$ cat src/rtl/hycube_arb_pkg.sv
// Shared types and constants for the HyCUBE host arbiter.
// No logic of its own.
// No flow control of its own.
package hycube_arb_pkg;

  typedef enum logic [1:0] {
    IDLE   = 2'd0,
    GRANT0 = 2'd1,
    GRANT1 = 2'd2,
    EXEC   = 2'd3
  } arb_state_e;

  localparam int HOST_W = 1;
  typedef logic [HOST_W-1:0] host_tag_t;

  localparam host_tag_t TAG_H0 = 1'b0;
  localparam host_tag_t TAG_H1 = 1'b1;

  // DA_valid encoding: any nonzero value qualifies a beat.
  localparam logic [1:0] DAV_NONE = 2'b00;

  // Burst counter must be able to hold MAX_BURST itself.
  function automatic int burst_cnt_w(input int max_burst);
    return $clog2(max_burst + 1);
  endfunction

endpackage

$ cat src/rtl/rd_tag_fifo.sv
// Small FIFO of host tags for reads outstanding at HyCUBE.
// Pop data is the current head (zero latency); full/empty are registered.
// Push while full and pop while empty are ignored; the owner gates on full/empty.
module rd_tag_fifo
  import hycube_arb_pkg::*;
#(
  parameter int DEPTH = 4
) (
  input  logic      clk,
  input  logic      rst,
  input  logic      push,
  input  host_tag_t push_tag,
  input  logic      pop,
  output host_tag_t pop_tag,
  output logic      full,
  output logic      empty
);

  localparam int PTR_W = $clog2(DEPTH);
  localparam int CNT_W = $clog2(DEPTH + 1);
  localparam logic [CNT_W-1:0] CNT_FULL = CNT_W'(DEPTH);

  host_tag_t        mem [DEPTH];
  logic [PTR_W-1:0] wr_ptr;
  logic [PTR_W-1:0] rd_ptr;
  logic [CNT_W-1:0] count;
  logic [CNT_W-1:0] count_next;
  logic             do_push;
  logic             do_pop;

  assign do_push = push && !full;
  assign do_pop  = pop && !empty;
  assign pop_tag = mem[rd_ptr];

  // Occupancy after this cycle's push/pop; simultaneous push+pop leaves it unchanged.
  always_comb begin
    count_next = count;
    case ({do_push, do_pop})
      2'b10:   count_next = count + 1'b1;
      2'b01:   count_next = count - 1'b1;
      default: count_next = count;
    endcase
  end

  // Tag storage; contents are only meaningful between the pointers.
  always_ff @(posedge clk) begin
    if (do_push) mem[wr_ptr] <= push_tag;
  end

  // Pointers, count and the registered status flags.
  always_ff @(posedge clk or posedge rst) begin
    if (rst) begin
      wr_ptr <= '0;
      rd_ptr <= '0;
      count  <= '0;
      full   <= 1'b0;
      empty  <= 1'b1;
    end else begin
      if (do_push) wr_ptr <= wr_ptr + 1'b1;
      if (do_pop)  rd_ptr <= rd_ptr + 1'b1;
      count <= count_next;
      full  <= (count_next == CNT_FULL);
      empty <= (count_next == '0);
    end
  end

endmodule

$ cat src/rtl/hycube_host_arbiter.sv
// Round-robin, burst-limited arbiter of the HyCUBE DA/DoA/rw/start port between two hosts.
// Grant 1 cycle after req; beats pass through combinationally; read data returns 1 cycle after data_out_valid.
// hN_ready drops while the read-tag FIFO is full; EXEC locks both hosts out until exec_end.
module hycube_host_arbiter
  import hycube_arb_pkg::*;
#(
  parameter int DATA_WIDTH = 16,
  parameter int MAX_BURST  = 16,
  parameter int RD_DEPTH   = 4
) (
  input  logic                  clkOut,
  input  logic                  reset_network,
  input  logic                  h0_req,
  input  logic [DATA_WIDTH-1:0] h0_da,
  input  logic [1:0]            h0_da_valid,
  input  logic                  h0_doa,
  input  logic                  h0_rw,
  input  logic                  h0_start,
  input  logic                  h1_req,
  input  logic [DATA_WIDTH-1:0] h1_da,
  input  logic [1:0]            h1_da_valid,
  input  logic                  h1_doa,
  input  logic                  h1_rw,
  input  logic                  h1_start,
  output logic                  h0_grant,
  output logic                  h0_ready,
  output logic [DATA_WIDTH-1:0] h0_rdata,
  output logic                  h0_rdata_valid,
  output logic                  h1_grant,
  output logic                  h1_ready,
  output logic [DATA_WIDTH-1:0] h1_rdata,
  output logic                  h1_rdata_valid,
  output logic [DATA_WIDTH-1:0] DA_out,
  output logic [1:0]            DA_valid_out,
  output logic                  DoA_out,
  output logic                  rw_out,
  output logic                  start_exec_out,
  input  logic [DATA_WIDTH-1:0] data_out,
  input  logic                  data_out_valid,
  input  logic                  exec_end,
  output logic                  busy,
  output logic                  err_rd_orphan
);

  localparam int CNT_W = burst_cnt_w(MAX_BURST);
  localparam logic [CNT_W-1:0] BURST_LIMIT = CNT_W'(MAX_BURST);

  arb_state_e            state;
  arb_state_e            state_next;
  arb_state_e            other_state;
  host_tag_t             last;
  host_tag_t             last_next;
  host_tag_t             gnt_host;
  host_tag_t             other_tag;
  host_tag_t             pop_tag;
  logic [CNT_W-1:0]      burst_cnt;
  logic [CNT_W-1:0]      burst_cnt_next;
  logic [CNT_W-1:0]      beats;
  logic                  start_pulse;
  logic                  start_pulse_next;
  logic                  fifo_full;
  logic                  fifo_empty;
  logic                  granted;
  logic                  sel_req;
  logic                  oth_req;
  logic [DATA_WIDTH-1:0] sel_da;
  logic [1:0]            sel_dav;
  logic                  sel_doa;
  logic                  sel_rw;
  logic                  sel_start;
  logic                  beat_acc;
  logic                  start_acc;
  logic                  push_rd;
  logic                  rd_vld_q;
  host_tag_t             rd_tag_q;
  logic [DATA_WIDTH-1:0] rd_data_q;
  logic                  orphan_q;

  assign granted     = (state == GRANT0) || (state == GRANT1);
  assign gnt_host    = (state == GRANT1) ? TAG_H1 : TAG_H0;
  assign other_state = (state == GRANT1) ? GRANT0 : GRANT1;
  assign other_tag   = (state == GRANT1) ? TAG_H0 : TAG_H1;

  // Pick the granted host's request lines; oth_req is the host waiting behind it.
  always_comb begin
    sel_req   = h0_req;
    sel_da    = h0_da;
    sel_dav   = h0_da_valid;
    sel_doa   = h0_doa;
    sel_rw    = h0_rw;
    sel_start = h0_start;
    oth_req   = h1_req;
    if (state == GRANT1) begin
      sel_req   = h1_req;
      sel_da    = h1_da;
      sel_dav   = h1_da_valid;
      sel_doa   = h1_doa;
      sel_rw    = h1_rw;
      sel_start = h1_start;
      oth_req   = h0_req;
    end
  end

  // A start may only launch with no beat offered and no read still in flight.
  assign beat_acc  = granted && (sel_dav != DAV_NONE) && !fifo_full;
  assign start_acc = granted && sel_start && (sel_dav == DAV_NONE) && fifo_empty;
  assign push_rd   = beat_acc && !sel_rw;

  assign h0_grant       = (state == GRANT0);
  assign h1_grant       = (state == GRANT1);
  assign h0_ready       = h0_grant && !fifo_full;
  assign h1_ready       = h1_grant && !fifo_full;
  assign DA_out         = granted ? sel_da : '0;
  assign DoA_out        = granted && sel_doa;
  assign rw_out         = granted && sel_rw;
  assign DA_valid_out   = beat_acc ? sel_dav : DAV_NONE;
  assign start_exec_out = start_pulse;
  assign busy           = (state == EXEC);
  assign h0_rdata_valid = rd_vld_q && (rd_tag_q == TAG_H0);
  assign h1_rdata_valid = rd_vld_q && (rd_tag_q == TAG_H1);
  assign h0_rdata       = h0_rdata_valid ? rd_data_q : '0;
  assign h1_rdata       = h1_rdata_valid ? rd_data_q : '0;
  assign err_rd_orphan  = orphan_q;

  // Next state: round-robin entry from IDLE, release/burst handoff, start and exec completion.
  always_comb begin
    state_next       = state;
    last_next        = last;
    burst_cnt_next   = burst_cnt;
    start_pulse_next = 1'b0;
    beats            = burst_cnt + CNT_W'(beat_acc);
    case (state)
      IDLE: begin
        burst_cnt_next = '0;
        if (h0_req && h1_req) begin
          state_next = (last == TAG_H0) ? GRANT1 : GRANT0;
          last_next  = ~last;
        end else if (h0_req) begin
          state_next = GRANT0;
          last_next  = TAG_H0;
        end else if (h1_req) begin
          state_next = GRANT1;
          last_next  = TAG_H1;
        end
      end
      GRANT0, GRANT1: begin
        burst_cnt_next = beats;
        if (start_acc) begin
          state_next       = EXEC;
          start_pulse_next = 1'b1;
          burst_cnt_next   = '0;
        end else if (!sel_req) begin
          burst_cnt_next = '0;
          if (oth_req) begin
            state_next = other_state;
            last_next  = other_tag;
          end else begin
            state_next = IDLE;
          end
        end else if (beats == BURST_LIMIT) begin
          burst_cnt_next = '0;
          if (oth_req) begin
            state_next = other_state;
            last_next  = other_tag;
          end
        end
      end
      EXEC: begin
        if (exec_end) state_next = IDLE;
      end
      default: state_next = IDLE;
    endcase
  end

  // FSM, round-robin pointer (reset favours host 0), burst counter and start pulse.
  always_ff @(posedge clkOut or posedge reset_network) begin
    if (reset_network) begin
      state       <= IDLE;
      last        <= TAG_H1;
      burst_cnt   <= '0;
      start_pulse <= 1'b0;
    end else begin
      state       <= state_next;
      last        <= last_next;
      burst_cnt   <= burst_cnt_next;
      start_pulse <= start_pulse_next;
    end
  end

  // Read return: route data to the tag at the FIFO head; returns with no tag latch the orphan flag.
  always_ff @(posedge clkOut or posedge reset_network) begin
    if (reset_network) begin
      rd_vld_q  <= 1'b0;
      rd_tag_q  <= TAG_H0;
      rd_data_q <= '0;
      orphan_q  <= 1'b0;
    end else begin
      rd_vld_q <= data_out_valid && !fifo_empty;
      rd_tag_q <= pop_tag;
      if (data_out_valid) rd_data_q <= data_out;
      if (data_out_valid && fifo_empty) orphan_q <= 1'b1;
    end
  end

  rd_tag_fifo #(
    .DEPTH (RD_DEPTH)
  ) u_rd_tag_fifo (
    .clk      (clkOut),
    .rst      (reset_network),
    .push     (push_rd),
    .push_tag (gnt_host),
    .pop      (data_out_valid),
    .pop_tag  (pop_tag),
    .full     (fifo_full),
    .empty    (fifo_empty)
  );

endmodule

$ cat config.mk
export PLATFORM = sky130hd
export DESIGN_NAME = hycube_host_arbiter
export DESIGN_NICKNAME = d
export VERILOG_FILES = /design/src/rtl/hycube_arb_pkg.sv /design/src/rtl/rd_tag_fifo.sv /design/src/rtl/hycube_host_arbiter.sv
export SDC_FILE = /design/constraint.sdc
export NUM_CORES = 1
export LEC_CHECK = 0
export ABC_CLOCK_PERIOD_IN_PS = 5800
export BUFFER_PORTS_ARGS = -buffer_cell sky130_fd_sc_hd__buf_4
export CORE_MARGIN = 2
export CORE_UTILIZATION = 40
export DETAILED_ROUTE_END_ITERATION = 8
export GPL_ROUTABILITY_DRIVEN = 0
export PLACE_DENSITY = 0.67
export SYNTH_ARGS = -nofsm -noshare
export SYNTH_HDL_FRONTEND = slang
export SYNTH_HIERARCHICAL = 1
export SYNTH_SLANG_ARGS = --single-unit
$ cat constraint.sdc
create_clock -name clkOut -period 5.8 [get_ports clkOut]
set_input_delay 0.58 -clock clkOut [delete_from_list [all_inputs] [get_ports clkOut]]
set_output_delay 0.58 -clock clkOut [all_outputs]
set_load 0.03 [all_outputs]
-- Word-level counts from Yosys, hierarchy flattened
Memories as Yosys holds them, arrays and structs flattened. A register that Yosys moved wholly into a read port is not among the register bits.
Cells that the tools add are included.
- flip-flop bits (word level): 36
- memory bits (writable): 4
- input bits: 64
- output and inout bits: 61
- logic and storage cells: 103
- memories kept: 1
- add/sub/neg operators: 5
- equality and inequality tests: 13
- muxes and demuxes: 42
- bitwise operators: 2
- reductions and logical operators: 28
- memory list (name ; words ; width ; read ports ; clocked after Yosys merged registers in ; write ports ; RTL line ; source):
    u_rd_tag_fifo.mem ; 4 ; 1 ; 1 ; 1 ; 1 ; rd_tag_fifo.sv:23 ; host_tag_t mem [DEPTH];
- operator list (kind ; count):
    $mux W16 ; 4
    $mux W2 ; 13
    $mux W1 ; 18
    $logic_and A1 B1 Y1 ; 16
    $mux W5 ; 3
    $ne A4 B4 Y1 const B ; 3
    $pmux W5 S2 ; 1
    $reduce_and A4 Y1 ; 2
    $eq A2 B2 Y1 const B ; 3
    $pmux W2 S3 ; 1
    $pmux W3 S2 ; 1
    $add A5 B1 Y5 ; 1
    $eq A5 B5 Y1 const B ; 1
    $add A2 B1 Y2 const B ; 2
    $eq A2 B1 Y1 const B ; 2
    $logic_not A2 Y1 ; 2
    $ne A2 B2 Y1 const B ; 2
    $reduce_bool A2 Y1 ; 2
    $add A3 B1 Y3 const B ; 1
    $eq A3 B3 Y1 const B ; 1
    $logic_not A1 Y1 ; 3
    $logic_not A3 Y1 ; 1
    $ne A3 B3 Y1 const B ; 1
    $sub A3 B1 Y3 const B ; 1
    4 further kinds ; 5

-- Longest topological paths before layout
- word-level depth: 11
- mapped depth: 15
- mapped depth without buffers: 13

-- Cells and area by module
Netlist, hierarchy kept.
- modules (own cells, without submodules) (module ; instances ; cells an instance ; area each (um^2) ; seq. area each (um^2)):
    hycube_host_arbiter ; 1 ; 203 ; 1970.6 ; 701.9
    rd_tag_fifo ; 1 ; 53 ; 640.6 ; 346.6

-- Worst setup path after synthesis
No wires, ideal clock.
- path type: register to register
- from: reg state[0]
- to: reg u_rd_tag_fifo.empty
- setup time: 0.079 ns
- arrival time: 3.163 ns
- required time: 5.721 ns
- slack: 2.559 ns
- cell stages (with the launch flop): 16
- path buffers: 2
- period minus slack after synthesis: 3.241 ns
- cells stage by stage: dfrtp_1 inv_1 ha_1 buf_6 nor3b_1 nor3_1 and2_1 nor2b_1 clkbuf_1 inv_1 ha_1 inv_1 fa_1 xor2_1 or3_1 o211a_1
- word-level cells in the longest chain between the ends: 10
- elaborated cells on any way between the ends: 15
- those cells by class: 4 x eq/ne; 3 x mux; 8 x reduce/logical
- ends and longest elaborated chain (item ; RTL line ; source):
    start: declaration ; hycube_host_arbiter.sv:48 ; arb_state_e state;
    start signal: assignment ; hycube_host_arbiter.sv:183 ; state <= state_next;
    $eq A2 B2 Y1 (*) ; -- ;
    via h1_grant ; hycube_host_arbiter.sv:29 ; output logic h1_grant,
    $mux W2 ; hycube_host_arbiter.sv:93 ; if (state == GRANT1) begin
    $reduce_bool A2 Y1 ; hycube_host_arbiter.sv:105 ; assign beat_acc = granted && (sel_dav != DAV_NONE) && !fifo_full;
    $logic_and A1 B1 Y1 (2 in a row) ; hycube_host_arbiter.sv:105 ;
    $logic_and A1 B1 Y1 (*) ; hycube_host_arbiter.sv:107 ; assign push_rd = beat_acc && !sel_rw;
    via push_rd ; hycube_host_arbiter.sv:73 ; logic push_rd;
    $logic_and A1 B1 Y1 (*) ; rd_tag_fifo.sv:31 ; assign do_push = push && !full;
    $eq A2 B1 Y1 / $eq A2 B2 Y1 (equally long branches) ; rd_tag_fifo.sv:38 ; case ({do_push, do_pop})
    $pmux W3 S2 (*) ; rd_tag_fifo.sv:38 ;
    $logic_not A3 Y1 (*) ; rd_tag_fifo.sv:63 ; empty <= (count_next == '0);
    end signal: assignment ; rd_tag_fifo.sv:63 ;
    end: declaration ; rd_tag_fifo.sv:16 ; output logic empty
Mark *: on every way through the listed nets, which the timed path passes. The rest lies on a longest branch.
A chain may end at the register's enable or synchronous reset.

-- Worst setup path after layout
- from: reg state[0]
- to: reg u_rd_tag_fifo.empty
- word-level cells in the longest chain between the ends: 10
- elaborated cells on any way between the ends: 15
- those cells by class: 4 x eq/ne; 3 x mux; 8 x reduce/logical
- ends and longest elaborated chain (item ; RTL line):
    $eq A2 B2 Y1 ; hycube_host_arbiter.sv:79, hycube_host_arbiter.sv:93
    $mux W2 ; hycube_host_arbiter.sv:93
    $reduce_bool A2 Y1 ; hycube_host_arbiter.sv:105
    $logic_and A1 B1 Y1 (2 in a row) ; hycube_host_arbiter.sv:105
    $logic_and A1 B1 Y1 (*) ; hycube_host_arbiter.sv:107
    via push_rd ; hycube_host_arbiter.sv:73
    $logic_and A1 B1 Y1 (*) ; rd_tag_fifo.sv:31
    $eq A2 B1 Y1 / $eq A2 B2 Y1 (equally long branches) ; rd_tag_fifo.sv:38
    $pmux W3 S2 (*) ; rd_tag_fifo.sv:38
    $logic_not A3 Y1 (*) ; rd_tag_fifo.sv:63
Marks and branches as above.

==> out/results.ini <==
[drt]
drt-initial-drc-count = 84
avgRoutedWirePerCell_um = 13.66
routed-via-count = 2260
drt_wl_total_um = 6203
viasPerCell = 4.978
first_pass_iters = 4
drc = 0
ant_nets = 0

[cts]
clk_pin_slew_ns = 0.08
ctsHoldBuffers = 0
clock_latency_ns = 0.29
cts-htree-levels = 2
cts_made_buffers = 5
cts-root-buf = clkbuf_8
post_cts_buffers = 0
ctsResizeCount = 0
cts_tree = yes
cts_sinks = 41
clockBufferDepth = 2

[sta]
rsz0062_at_grt = false
fin_setup_tns_ns = 0
final_max_slew_viol_count = 0
fin_crit_sh = 0.5828
finalHoldViolCount = 0
worstMarginPinSlew_ns = 1.064
setup_viol = 0
max_freq_mhz = 295.8
worst_slack_ns = 2.420
clock-skew-final_ns = 0.008313
slew_headroom = 0.2898
final.min_clock_period_ns = 3.380

[finish]
nNetsFinal = 454
final_common_cell = buf_4
design_area_mm2 = 0.003689
final_core_util = 0.5842
syn_to_final_growth_pct = 41.26
final_cell_count_no_fill = 454
final_layout_size_suffix_gt1_frac = 0.4191
diodes = 0
regArea_mm2 = 0.001049
fillers = 581
multi_input_area_mm2 = 0.001450
layout_common_cells = 125 x buf_4, 35 x dfrtp_1, 25 x mux2i_1, 23 x nor2_1, 22 x and2_1

[job]
maxCapViolCount = 0

[place]
dp_hpwl_um = 4991
placed_cell_area_mm2 = 0.003586
dp.cells = 446
numPortBuffers = 124
pre_cts_slack_ns = 2.451

[setup_path]
cp.arrival_ns = 3.60
reg2reg_from = state[0]
worstRegToRegCells = 14
r2r_end = u_rd_tag_fifo/empty
cp-start-kind = flop
required_ns = 6.02
rrSetupSlack_ns = 2.42
criticalPathCategory = reg2reg
cp-end-kind = flop
path_max_fanout = 34

[pwr]
power.leakage_nw = 1.904
ir_worst_vdd_v = 0.0002596
p_per_area_mw_per_mm2 = 488.0

[grt]
grt-ovfl-total = 0
grt_max_degree = 35
antenna_found_initial = 0
grt_pass1_vias = 2283
grt_first_pass_wirelength_um = 10340
grt_usage = 0.1772

[synth]
synth.avg_cell_area_um2 = 10.20
synthTopCellsByArea = dfrtp_1 34%, mux2i_1 9.6%, mux2_2 7.8%, ha_1 6.2%, and2_1 5.3%
synth.largest_area_cell = dfrtp_1
synth_nets = 334
synth_cell_types = 44
post-synth-top-area-fraction = 0.3354
ys_ff_latch = 41
syn-cell-area_mm2 = 0.002611
synth_flop_cell = dfrtp_1
ys_seq_area_frac = 0.4015
synthArstFlopShare = 0.9024
synth_warnings = 6
synth_cells = 256
synth_edf_count = 4

[floorplanning]
core_area_mm2 = 0.006314
die_y_um = 84.80
num_io_pins = 125
die_x_um = 84.80
row_count = 29
fp.dieArea_mm2 = 0.007190
start_util = 0.4136

[outcome]
status = complete, no violations

[worst_hold_path]
hp-class = in2async

## stage by stage
stage               total power, W  hold WS (ns)
CTS                       0.001819        0.2743
finish                    0.001800        0.2610
global placement          0.001597        0.4439
floorplan                 0.001255        0.4072
detailed placement        0.001610        0.4504
global route              0.001937        0.2801
## layout make-up
cell class,count,area share
repair buffers,125,0.2544
well taps,77,0.02612
multi-input cells,189,0.3931
flip-flops and latches,41,0.2843
clock buffers,7,0.02646
inverters,14,0.01425
clock inverters,1,0.001357
## Yosys cell counts (all sizes together), types with 2 or more instances
| cell | count |
|---|---|
| a21oi | 4 |
| xor2 | 3 |
| nor2b | 7 |
| nand2 | 13 |
| nor2 | 24 |
| clkbuf | 9 |
| dfrtp | 35 |
| a21o | 2 |
| buf | 3 |
| mux2i | 25 |
| edfxtp | 4 |
| ha | 13 |
| dfstp | 2 |
| nor3 | 3 |
| nand2b | 3 |
| o21ai | 9 |
| xnor2 | 5 |
| and2 | 22 |
| nand3 | 2 |
| and3 | 17 |
| inv | 13 |
| mux2 | 18 |
## cells by family after synthesis
family,share of synthesized area
simple gates,0.1993
compound gates,0.07715
fa+ha+maj,0.06996
flops,0.4015
buf+inv,0.04312
xor+xnor,0.02683
mux,0.1821
## routing by layer
metal | global-route usage | part of all wire | up-vias
met5 | 0 | 0 | -
met2 | 0.3085 | 0.49 | 107
met1 | 0.2196 | 0.42 | 1030
met4 | 0.04906 | 0.011 | 0
met3 | 0.04228 | 0.079 | 6
li1 | - | - | 1117
## state kept, by name, indices dropped and copies added (netlist names)
| signal | flops |
|---|---|
| u_rd_tag_fifo/empty | 1 |
| burst_cnt | 5 |
| rd_tag_q | 1 |
| u_rd_tag_fifo/wr_ptr | 2 |
| u_rd_tag_fifo/full | 1 |
| state | 2 |
| last | 1 |
| u_rd_tag_fifo/count | 3 |
| start_exec_out | 1 |
| u_rd_tag_fifo/mem | 4 |
| err_rd_orphan | 1 |
| rd_vld_q | 1 |
| u_rd_tag_fifo/rd_ptr | 2 |
| rd_data_q | 16 |
## power breakdown
group          internal, W  leakage, nW  total, W  switching (W)
registers         0.000364        0.482  0.000431      0.0000669
clock network     0.000110       0.0534  0.000205      0.0000947
logic             0.000473         1.37   0.00116       0.000691
## worst max-delay path, cell delays in order, from the launching register on
cell and delay (ns):
dfrtp_1 0.43, inv_1 0.14, ha_1 0.16, buf_4 0.38
nor3b_1 0.33, nor3_1 0.13, and2_1 0.15, nor2b_1 0.19
inv_1 0.08, ha_1 0.17, inv_1 0.07, fa_1 0.44
xor2_1 0.18, or3_1 0.33, o211a_1 0.12
## worst max path at each step
stage / depth (start not counted) / end / from / slack, ns
2_1_floorplan: 15 / u_rd_tag_fifo/empty / state[0] / 2.56
3_3_place_gp: 14 / u_rd_tag_fifo/empty / state[0] / 2.57
3_5_place_dp: 14 / u_rd_tag_fifo/empty / state[0] / 2.45
4_1_cts: 14 / u_rd_tag_fifo/empty / state[0] / 2.43
5_1_grt: 14 / u_rd_tag_fifo/full / state[0] / 2.09
6_report: 14 / u_rd_tag_fifo/empty / state[0] / 2.42
No activity file was read; power rests on OpenSTA's default activity.
